$ cat src/rtl/alu_mem_sequencer_pkg.sv
// Shared definitions for the ALU/memory sequencer: FSM encodings, address selects, ALU opcodes.
// Optional build macro: ALU_SEQ_OVF_TRAP_EN (overflow skips write-back and raises ovf_trap).
package alu_mem_sequencer_pkg;

    localparam int WORDSIZE_DEF = 8;
    localparam int ADDR_W_DEF   = 9;

    typedef enum logic [2:0] {
        ST_IDLE  = 3'd0,
        ST_RD_A  = 3'd1,
        ST_RD_B  = 3'd2,
        ST_CAP_B = 3'd3,
        ST_EXEC  = 3'd4,
        ST_WR    = 3'd5,
        ST_DONE  = 3'd6
    } seq_state_e;

    typedef enum logic [1:0] {
        SEL_NONE = 2'd0,
        SEL_A    = 2'd1,
        SEL_B    = 2'd2,
        SEL_D    = 2'd3
    } addr_sel_e;

    localparam logic [3:0] OP_ADD   = 4'd0;
    localparam logic [3:0] OP_SUB   = 4'd1;
    localparam logic [3:0] OP_RSB   = 4'd2;
    localparam logic [3:0] OP_MUL4H = 4'd3;
    localparam logic [3:0] OP_NOR   = 4'd4;
    localparam logic [3:0] OP_NOT   = 4'd5;
    localparam logic [3:0] OP_NAND  = 4'd6;
    localparam logic [3:0] OP_XNOR  = 4'd7;
    localparam logic [3:0] OP_SRL   = 4'd8;
    localparam logic [3:0] OP_SLL   = 4'd9;
    localparam logic [3:0] OP_ROR   = 4'd10;
    localparam logic [3:0] OP_ROL   = 4'd11;
    localparam logic [3:0] OP_NOP   = 4'd12;

endpackage

$ cat src/rtl/alu_mem_sequencer_if.sv
// Host command, MEM and ALU signals of the sequencer; master = sequencer view, slave = environment.
// Optional build macro: ALU_SEQ_OVF_TRAP_EN adds o_ovf_trap.
interface alu_mem_sequencer_if #(
    parameter int WORDSIZE = 8,
    parameter int ADDR_W   = 9
);
    logic                i_cmd_valid;
    logic                o_cmd_ready;
    logic [3:0]          i_cmd_op;
    logic [ADDR_W-1:0]   i_cmd_addr_a;
    logic [ADDR_W-1:0]   i_cmd_addr_b;
    logic [ADDR_W-1:0]   i_cmd_addr_d;
    logic                o_done;
    logic [WORDSIZE-1:0] o_result;
    logic                o_result_ovf;
    logic                o_mem_Enable;
    logic                o_mem_WE;
    logic                o_mem_RE;
    logic [ADDR_W-1:0]   o_mem_address;
    logic [WORDSIZE-1:0] o_mem_data_in;
    logic [WORDSIZE-1:0] i_mem_data_out;
    logic [WORDSIZE-1:0] o_alu_ain;
    logic [WORDSIZE-1:0] o_alu_bin;
    logic [3:0]          o_alu_ctrl;
    logic [WORDSIZE-1:0] i_alu_zout;
    logic                i_alu_overflow;
`ifdef ALU_SEQ_OVF_TRAP_EN
    logic                o_ovf_trap;
`endif

    modport master (
        input  i_cmd_valid, i_cmd_op, i_cmd_addr_a, i_cmd_addr_b, i_cmd_addr_d,
        input  i_mem_data_out, i_alu_zout, i_alu_overflow,
`ifdef ALU_SEQ_OVF_TRAP_EN
        output o_ovf_trap,
`endif
        output o_cmd_ready, o_done, o_result, o_result_ovf,
        output o_mem_Enable, o_mem_WE, o_mem_RE, o_mem_address, o_mem_data_in,
        output o_alu_ain, o_alu_bin, o_alu_ctrl
    );

    modport slave (
        output i_cmd_valid, i_cmd_op, i_cmd_addr_a, i_cmd_addr_b, i_cmd_addr_d,
        output i_mem_data_out, i_alu_zout, i_alu_overflow,
`ifdef ALU_SEQ_OVF_TRAP_EN
        input  o_ovf_trap,
`endif
        input  o_cmd_ready, o_done, o_result, o_result_ovf,
        input  o_mem_Enable, o_mem_WE, o_mem_RE, o_mem_address, o_mem_data_in,
        input  o_alu_ain, o_alu_bin, o_alu_ctrl
    );

endinterface

$ cat src/rtl/alu_seq_fsm.sv
// Sequencer FSM: every strobe is registered from the transition, so it is glitch-free in its state.
// Optional build macro: ALU_SEQ_OVF_TRAP_EN (EXEC with overflow jumps straight to DONE).
module alu_seq_fsm
    import alu_mem_sequencer_pkg::*;
(
    input  logic      clk,
    input  logic      rst,
    input  logic      i_cmd_valid,
`ifdef ALU_SEQ_OVF_TRAP_EN
    input  logic      i_alu_overflow,
    output logic      o_ovf_trap,
`endif
    output logic      o_cmd_ready,
    output logic      o_mem_en,
    output logic      o_mem_we,
    output logic      o_mem_re,
    output addr_sel_e o_addr_sel,
    output logic      o_cap_a,
    output logic      o_cap_b,
    output logic      o_exec,
    output logic      o_done
);

    seq_state_e r_state;

    always_ff @(posedge clk or posedge rst) begin
        if (rst) begin
            r_state     <= ST_IDLE;
            o_cmd_ready <= 1'b1;
            o_mem_en    <= 1'b0;
            o_mem_we    <= 1'b0;
            o_mem_re    <= 1'b0;
            o_addr_sel  <= SEL_NONE;
            o_cap_a     <= 1'b0;
            o_cap_b     <= 1'b0;
            o_exec      <= 1'b0;
            o_done      <= 1'b0;
`ifdef ALU_SEQ_OVF_TRAP_EN
            o_ovf_trap  <= 1'b0;
`endif
        end else begin
            case (r_state)
                ST_IDLE: if (i_cmd_valid) begin
                    r_state     <= ST_RD_A;
                    o_cmd_ready <= 1'b0;
                    o_mem_en    <= 1'b1;
                    o_mem_re    <= 1'b1;
                    o_addr_sel  <= SEL_A;
                end
                ST_RD_A: begin
                    r_state    <= ST_RD_B;
                    o_addr_sel <= SEL_B;
                    o_cap_a    <= 1'b1;
                end
                ST_RD_B: begin
                    r_state    <= ST_CAP_B;
                    o_mem_en   <= 1'b0;
                    o_mem_re   <= 1'b0;
                    o_addr_sel <= SEL_NONE;
                    o_cap_a    <= 1'b0;
                    o_cap_b    <= 1'b1;
                end
                ST_CAP_B: begin
                    r_state <= ST_EXEC;
                    o_cap_b <= 1'b0;
                    o_exec  <= 1'b1;
                end
                ST_EXEC: begin
                    o_exec <= 1'b0;
`ifdef ALU_SEQ_OVF_TRAP_EN
                    if (i_alu_overflow) begin
                        r_state    <= ST_DONE;
                        o_done     <= 1'b1;
                        o_ovf_trap <= 1'b1;
                    end else begin
                        r_state    <= ST_WR;
                        o_mem_en   <= 1'b1;
                        o_mem_we   <= 1'b1;
                        o_addr_sel <= SEL_D;
                    end
`else
                    r_state    <= ST_WR;
                    o_mem_en   <= 1'b1;
                    o_mem_we   <= 1'b1;
                    o_addr_sel <= SEL_D;
`endif
                end
                ST_WR: begin
                    r_state    <= ST_DONE;
                    o_mem_en   <= 1'b0;
                    o_mem_we   <= 1'b0;
                    o_addr_sel <= SEL_NONE;
                    o_done     <= 1'b1;
                end
                ST_DONE: begin
                    r_state     <= ST_IDLE;
                    o_done      <= 1'b0;
                    o_cmd_ready <= 1'b1;
`ifdef ALU_SEQ_OVF_TRAP_EN
                    o_ovf_trap  <= 1'b0;
`endif
                end
                default: begin
                    r_state     <= ST_IDLE;
                    o_cmd_ready <= 1'b1;
                end
            endcase
        end
    end

endmodule

$ cat src/rtl/alu_mem_sequencer.sv
// Sequences one ALU op on memory operands: read A, read B, execute, write back, pulse done.
// Optional build macro: ALU_SEQ_OVF_TRAP_EN (overflow suppresses write-back, pulses ovf_trap).
module alu_mem_sequencer
    import alu_mem_sequencer_pkg::*;
#(
    parameter int WORDSIZE = WORDSIZE_DEF,
    parameter int ADDR_W   = ADDR_W_DEF
) (
    input logic                 clk,
    input logic                 rst,
    alu_mem_sequencer_if.master bus
);

    logic [3:0]          r_op;
    logic [ADDR_W-1:0]   r_addr_a, r_addr_b, r_addr_d;
    logic [WORDSIZE-1:0] r_alu_ain, r_alu_bin, r_result;
    logic [3:0]          r_alu_ctrl;
    logic                r_ovf;

    logic                w_ready, w_mem_en, w_mem_we, w_mem_re;
    logic                w_cap_a, w_cap_b, w_exec, w_done, w_accept;
    addr_sel_e           w_sel;
    logic [ADDR_W-1:0]   w_addr;

    alu_seq_fsm u_fsm (
        .clk            (clk),
        .rst            (rst),
        .i_cmd_valid    (bus.i_cmd_valid),
`ifdef ALU_SEQ_OVF_TRAP_EN
        .i_alu_overflow (bus.i_alu_overflow),
        .o_ovf_trap     (bus.o_ovf_trap),
`endif
        .o_cmd_ready    (w_ready),
        .o_mem_en       (w_mem_en),
        .o_mem_we       (w_mem_we),
        .o_mem_re       (w_mem_re),
        .o_addr_sel     (w_sel),
        .o_cap_a        (w_cap_a),
        .o_cap_b        (w_cap_b),
        .o_exec         (w_exec),
        .o_done         (w_done)
    );

    assign w_accept = bus.i_cmd_valid & w_ready;

    always_ff @(posedge clk or posedge rst) begin
        if (rst) begin
            r_op       <= '0;
            r_addr_a   <= '0;
            r_addr_b   <= '0;
            r_addr_d   <= '0;
            r_alu_ain  <= '0;
            r_alu_bin  <= '0;
            r_alu_ctrl <= '0;
            r_result   <= '0;
            r_ovf      <= 1'b0;
        end else begin
            if (w_accept) begin
                r_op     <= bus.i_cmd_op;
                r_addr_a <= bus.i_cmd_addr_a;
                r_addr_b <= bus.i_cmd_addr_b;
                r_addr_d <= bus.i_cmd_addr_d;
            end
            // MEM read data lags the address by one cycle, so A lands at the end of RD_B.
            if (w_cap_a) begin
                r_alu_ain  <= bus.i_mem_data_out;
                r_alu_ctrl <= r_op;
            end
            if (w_cap_b) r_alu_bin <= bus.i_mem_data_out;
            if (w_exec) begin
                r_result <= bus.i_alu_zout;
                r_ovf    <= bus.i_alu_overflow;
            end
        end
    end

    always_comb begin
        w_addr = '0;
        case (w_sel)
            SEL_A:   w_addr = r_addr_a;
            SEL_B:   w_addr = r_addr_b;
            SEL_D:   w_addr = r_addr_d;
            default: w_addr = '0;
        endcase
    end

    assign bus.o_cmd_ready   = w_ready;
    assign bus.o_done        = w_done;
    assign bus.o_result      = r_result;
    assign bus.o_result_ovf  = r_ovf;
    assign bus.o_mem_Enable  = w_mem_en;
    assign bus.o_mem_WE      = w_mem_we;
    assign bus.o_mem_RE      = w_mem_re;
    assign bus.o_mem_address = w_addr;
    assign bus.o_mem_data_in = r_result;
    assign bus.o_alu_ain     = r_alu_ain;
    assign bus.o_alu_bin     = r_alu_bin;
    assign bus.o_alu_ctrl    = r_alu_ctrl;

endmodule

$ cat src/flat_wrapper.sv
// flat-port wrapper written by rule: the top's interface ports become plain ports
module alu_mem_sequencer_flat import alu_mem_sequencer_pkg::*;
#(
    parameter int WORDSIZE = WORDSIZE_DEF,
    parameter int ADDR_W   = ADDR_W_DEF
)
  (clk, rst, bus_i_cmd_valid, bus_i_cmd_op, bus_i_cmd_addr_a, bus_i_cmd_addr_b, bus_i_cmd_addr_d, bus_i_mem_data_out, bus_i_alu_zout, bus_i_alu_overflow, bus_o_cmd_ready, bus_o_done, bus_o_result, bus_o_result_ovf, bus_o_mem_Enable, bus_o_mem_WE, bus_o_mem_RE, bus_o_mem_address, bus_o_mem_data_in, bus_o_alu_ain, bus_o_alu_bin, bus_o_alu_ctrl);
  alu_mem_sequencer_if #(.WORDSIZE(WORDSIZE), .ADDR_W(ADDR_W)) bus_i ();
  input logic clk;
  input logic rst;
  input wire logic [$bits(bus_i.i_cmd_valid)-1:0] bus_i_cmd_valid;
  input wire logic [$bits(bus_i.i_cmd_op)-1:0] bus_i_cmd_op;
  input wire logic [$bits(bus_i.i_cmd_addr_a)-1:0] bus_i_cmd_addr_a;
  input wire logic [$bits(bus_i.i_cmd_addr_b)-1:0] bus_i_cmd_addr_b;
  input wire logic [$bits(bus_i.i_cmd_addr_d)-1:0] bus_i_cmd_addr_d;
  input wire logic [$bits(bus_i.i_mem_data_out)-1:0] bus_i_mem_data_out;
  input wire logic [$bits(bus_i.i_alu_zout)-1:0] bus_i_alu_zout;
  input wire logic [$bits(bus_i.i_alu_overflow)-1:0] bus_i_alu_overflow;
  output wire logic [$bits(bus_i.o_cmd_ready)-1:0] bus_o_cmd_ready;
  output wire logic [$bits(bus_i.o_done)-1:0] bus_o_done;
  output wire logic [$bits(bus_i.o_result)-1:0] bus_o_result;
  output wire logic [$bits(bus_i.o_result_ovf)-1:0] bus_o_result_ovf;
  output wire logic [$bits(bus_i.o_mem_Enable)-1:0] bus_o_mem_Enable;
  output wire logic [$bits(bus_i.o_mem_WE)-1:0] bus_o_mem_WE;
  output wire logic [$bits(bus_i.o_mem_RE)-1:0] bus_o_mem_RE;
  output wire logic [$bits(bus_i.o_mem_address)-1:0] bus_o_mem_address;
  output wire logic [$bits(bus_i.o_mem_data_in)-1:0] bus_o_mem_data_in;
  output wire logic [$bits(bus_i.o_alu_ain)-1:0] bus_o_alu_ain;
  output wire logic [$bits(bus_i.o_alu_bin)-1:0] bus_o_alu_bin;
  output wire logic [$bits(bus_i.o_alu_ctrl)-1:0] bus_o_alu_ctrl;
  assign bus_i.i_cmd_valid = bus_i_cmd_valid;
  assign bus_i.i_cmd_op = bus_i_cmd_op;
  assign bus_i.i_cmd_addr_a = bus_i_cmd_addr_a;
  assign bus_i.i_cmd_addr_b = bus_i_cmd_addr_b;
  assign bus_i.i_cmd_addr_d = bus_i_cmd_addr_d;
  assign bus_i.i_mem_data_out = bus_i_mem_data_out;
  assign bus_i.i_alu_zout = bus_i_alu_zout;
  assign bus_i.i_alu_overflow = bus_i_alu_overflow;
  assign bus_o_cmd_ready = bus_i.o_cmd_ready;
  assign bus_o_done = bus_i.o_done;
  assign bus_o_result = bus_i.o_result;
  assign bus_o_result_ovf = bus_i.o_result_ovf;
  assign bus_o_mem_Enable = bus_i.o_mem_Enable;
  assign bus_o_mem_WE = bus_i.o_mem_WE;
  assign bus_o_mem_RE = bus_i.o_mem_RE;
  assign bus_o_mem_address = bus_i.o_mem_address;
  assign bus_o_mem_data_in = bus_i.o_mem_data_in;
  assign bus_o_alu_ain = bus_i.o_alu_ain;
  assign bus_o_alu_bin = bus_i.o_alu_bin;
  assign bus_o_alu_ctrl = bus_i.o_alu_ctrl;
  alu_mem_sequencer #(.WORDSIZE(WORDSIZE), .ADDR_W(ADDR_W)) u_core (.clk(clk), .rst(rst), .bus(bus_i));
endmodule
$ cat config.mk
export PLATFORM = sky130hd
export DESIGN_NAME = alu_mem_sequencer_flat
export DESIGN_NICKNAME = d
export VERILOG_FILES = /design/src/rtl/alu_mem_sequencer_pkg.sv /design/src/rtl/alu_mem_sequencer_if.sv /design/src/rtl/alu_seq_fsm.sv /design/src/rtl/alu_mem_sequencer.sv /design/src/flat_wrapper.sv
export SDC_FILE = /design/constraint.sdc
export NUM_CORES = 1
export LEC_CHECK = 0
export ABC_AREA = 1
export CORE_MARGIN = 1.5
export CORE_UTILIZATION = 46
export DETAILED_ROUTE_END_ITERATION = 10
export PLACE_DENSITY_LB_ADDON = 0.12
export SLEW_MARGIN = 20
export SYNTH_ARGS = -nofsm -noshare
export SYNTH_HDL_FRONTEND = slang
export SYNTH_SLANG_ARGS = --single-unit
$ cat constraint.sdc
create_clock -name clk -period 2.81 [get_ports clk]
set_clock_uncertainty 0.05 [all_clocks]
set_input_delay 0.281 -clock clk [delete_from_list [all_inputs] [get_ports clk]]
set_output_delay 0.281 -clock clk [all_outputs]
set_load 0.02 [all_outputs]
==> impl_results.rst <==
.. list-table::
   :header-rows: 1

   * - Metric
     - Value
   * - Endpoint arrival time on the critical path
     - 2.12 ns
   * - Half-perimeter wire length of the detailed placement result
     - 4650 um
   * - Status
     - finished, violations left
   * - Number of standard cells in the final layout excluding fillers
     - 485
   * - # hold bufs at CTS
     - 0
   * - Initial antenna violation count
     - 0
   * - Final min period
     - 2.45 ns
   * - Number of global-route vias before repair
     - 2,416
   * - DIE AREA
     - 7240 sq um
   * - WP depth
     - 4
   * - Number of sinks driven by the clock tree
     - 73
   * - Peak per-stage delay on the critical path
     - 0.63 ns
   * - Die height
     - 85.1 um
   * - Number of nets in the synthesized netlist
     - 359
   * - Xor and xnor area share after synthesis
     - 0
   * - Max cap viols
     - 0
   * - Part of the Yosys area used for sequential elements
     - 0.589
   * - Number of setup violations in the final report
     - 0
   * - Crit path setup slack, layout
     - 0.361 ns
   * - Post-cts repair resize count
     - 0
   * - VDD IR-drop max
     - 0.000696 V
   * - Worst path buffer plus inverter count
     - 2
   * - Final period util
     - 0.872
   * - Synthesized area divided by synthesized cell count
     - 10.2 sq um
   * - Category of the most critical setup path
     - flop to output port
   * - Cells taking the most area after synthesis
     - sky130_fd_sc_hd__dfrtp_1, sky130_fd_sc_hd__nand2_1, sky130_fd_sc_hd__mux2_2
   * - IO buf count
     - 101
   * - Via-to-Cell Ratio
     - 4.95
   * - Number of iterations in the first detailed-routing pass
     - 9
   * - Count of buffers added by post-CTS timing repair for setup
     - 0
   * - Top library cells by usage in the layout, fill and taps aside
     - sky130_fd_sc_hd__nand2_1, sky130_fd_sc_hd__clkdlybuf4s50_1, sky130_fd_sc_hd__dfrtp_1, sky130_fd_sc_hd__mux2_2, sky130_fd_sc_hd__inv_1
   * - Global-route met2 utilization
     - 0.309
   * - Unrepaired setup endpoints after global routing
     - false
   * - Share of cells above drive strength 1
     - 0.132
   * - Max Fanout on Critical Path
     - 6
   * - Number of nets with antenna violations after detailed routing
     - 0
   * - Post-synthesis adder-cell area fraction
     - 0.0161
   * - Global Route met1 Usage
     - 0.254
   * - Wire length of the first global-routing pass
     - 11,000 um
   * - Cell area power density
     - 1160 nW/um^2
   * - EDFF count, synth
     - 0
   * - Critical path required time
     - 2.48 ns
   * - Warning count from the yosys run
     - 0
   * - Later-pin clock latency in the skew report
     - 0.33 ns
   * - Number of max-slew violations in the final report
     - 0
   * - Violations in the final reports
     - design-rule violations
   * - Clock tree from TritonCTS
     - built
   * - Final routed wire length divided by cell count
     - 13.3 um
   * - Global-route usage over all layers
     - 0.193
   * - Hold slack
     - 0.252 ns
   * - Startpoint of the most critical setup path
     - u_core.u_fsm.o_addr_sel[1]
   * - Via count
     - 2,399
   * - Dpl cell area
     - 4140 sq um
   * - Asr flop ratio synth
     - 1.00
   * - Classification of the worst-slack hold path
     - input pin to asynchronous set/reset pin
   * - Area growth, synth to finish
     - 39.4%
   * - Setup tns final
     - 0 ns
   * - Fmax achieved
     - 408 MHz
   * - Slew at the pin closest to its max-slew limit
     - 0.816 ns
   * - Area fraction in compound gates after synthesis
     - 0.0524
   * - Net total in the final layout
     - 458
   * - Final RePlAce weighted congestion
     - 0.803
   * - Starting density of the core
     - 0.483
   * - Cell count after synthesis
     - 304
   * - Number of synthesized register bits
     - 73
   * - Most used routing layer
     - met2
   * - Number of DRC markers in iteration 0
     - 68
   * - GR Overflow Total
     - 0
   * - Maximum number of pins on one net before global-route repair
     - 42
   * - Remaining design rule violation count
     - 6
   * - Unique cell type count in the Yosys netlist
     - 26
   * - CTS root buffer
     - sky130_fd_sc_hd__clkbuf_8
   * - Htree depth
     - 3
   * - Number of core rows
     - 29
   * - Overall die width
     - 85.1 um
   * - Max transition margin
     - 0.454
   * - Slack of the worst reg-to-reg path
     - 1.15 ns
   * - Core Region
     - 6420 sq um
   * - Standby leakage power
     - 2.02 nW
   * - Area fraction of the dominant cell type after synthesis
     - 0.581
   * - Routing usage on met3
     - 0.0554
   * - Inserted Clock Buffers
     - 9
   * - Mux cell area share after synthesis
     - 0.113
   * - Worst reg2reg startpoint
     - u_core.u_fsm.o_cmd_ready
   * - Cell area after technology mapping
     - 3100 sq um
   * - Cell at the slowest stage of the critical path
     - sky130_fd_sc_hd__clkdlybuf4s50_1
   * - Dominant cell type by area after synthesis
     - sky130_fd_sc_hd__dfrtp_1
   * - Post-synth top flop
     - sky130_fd_sc_hd__dfrtp_1
   * - Design area
     - 4320 sq um
   * - Bufs on Longest Clock Path
     - 2
   * - Top delay family on crit path
     - buffers and inverters
   * - Number of inserted diodes
     - 0
   * - Instance count after placement with tap cells included
     - 469
   * - Worst reg2reg path endpoint
     - u_core.r_addr_b[7]
   * - Final hold violation count
     - 0
   * - Critical path capture point
     - bus_o_mem_address[7]
   * - Main combinational cell family by area after synthesis
     - simple AND/OR/NAND/NOR gates
   * - I/O pin count
     - 102
   * - Worst Setup End Kind
     - output port
   * - Total length of routed wires
     - 6460 um
   * - Worst Setup Start Kind
     - flop
   * - Post-Synth Simple-Gate Area
     - 0.164
   * - Worst reg2reg path depth
     - 2
   * - Clk slew on worst S/H paths
     - 0.08 ns
   * - Ordered list of cells on the worst path
     - nor2_1 -> inv_1 -> o211ai_1 -> clkdlybuf4s50_1
   * - Pre-CTS worst setup slack
     - 0.731 ns
==> sequential cells by signal (all words and copies together), names as in the netlist, 2 cells and up <==
signal / flops
u_core.bus.o_alu_ain: 8
u_core.bus.o_alu_bin: 8
u_core.bus.o_alu_ctrl: 4
u_core.bus.o_mem_data_in: 8
u_core.r_addr_a: 9
u_core.r_addr_b: 9
u_core.r_addr_d: 9
u_core.r_op: 4
u_core.u_fsm.o_addr_sel: 2
u_core.u_fsm.r_state: 3
==> per-stage QoR <==
stage,power [mW],util
2_1_floorplan,3.32,-
3_3_place_gp,4.21,0.644
3_5_place_dp,4.27,0.644
4_1_cts,5.09,0.673
5_1_grt,5.39,0.673
6_report,5.03,0.673
==> cells in the mapped netlist (all sizes together) (3+ instances only) <==
cell type / count
a21oi: 13
nand2: 103
o21ai: 4
ha: 4
o211ai: 8
mux2: 31
nand3: 7
dfrtp: 72
buf: 13
inv: 25
nor2: 15
clkbuf: 3
==> cell families after synthesis <==
group           after synthesis
compound gates               27
fa+ha+maj                     4
buf+inv                      41
flops                        73
mux                          31
simple gates                128
==> final cells by class <==
type	count	area [sq um]
fillers	514	2100
flip-flops and latches	73	1830
clock buffers	13	149
multi-input cells	190	1070
well taps	77	96.3
clock inverters	3	40.0
inverters	25	93.8
repair buffers	104	1050
==> power breakdown <==
part / switching, mW / internal (mW) / leakage (nW)
clock: 0.367 / 0.433 / 0.0974
sequential: 0.344 / 1.54 / 0.849
combinational: 1.21 / 1.14 / 1.07
==> routing by layer <==
layer / share of wire / routed length, um
met4: 0.013 / 85
met1: 0.44 / 2860
met3: 0.055 / 357
met2: 0.49 / 3160
met5: 0 / 0
==> worst reg2reg max path, delay by kind of cell (launching register included) <==
kind             cells  cell delay [ns]
flip-flops           1             0.55
AND/OR/NAND/NOR      1             0.46
multiplexers         1             0.50
==> worst min path at each step <==
stage,end,cells after the start,start,slack (ns)
after floorplan,u_core.bus.o_alu_ain[7],2,bus_i_mem_data_out[7],0.34
after global placement,u_core.bus.o_alu_ain[1],2,u_core.bus.o_alu_ain[1],0.40
after detailed placement,u_core.bus.o_alu_ctrl[0],2,u_core.bus.o_alu_ctrl[0],0.41
after CTS,u_core.bus.o_alu_bin[4],2,rst,0.26
after global routing,u_core.bus.o_alu_bin[4],2,rst,0.30
final,u_core.bus.o_alu_bin[0],2,rst,0.25
Power figures use the tool's default switching activity.
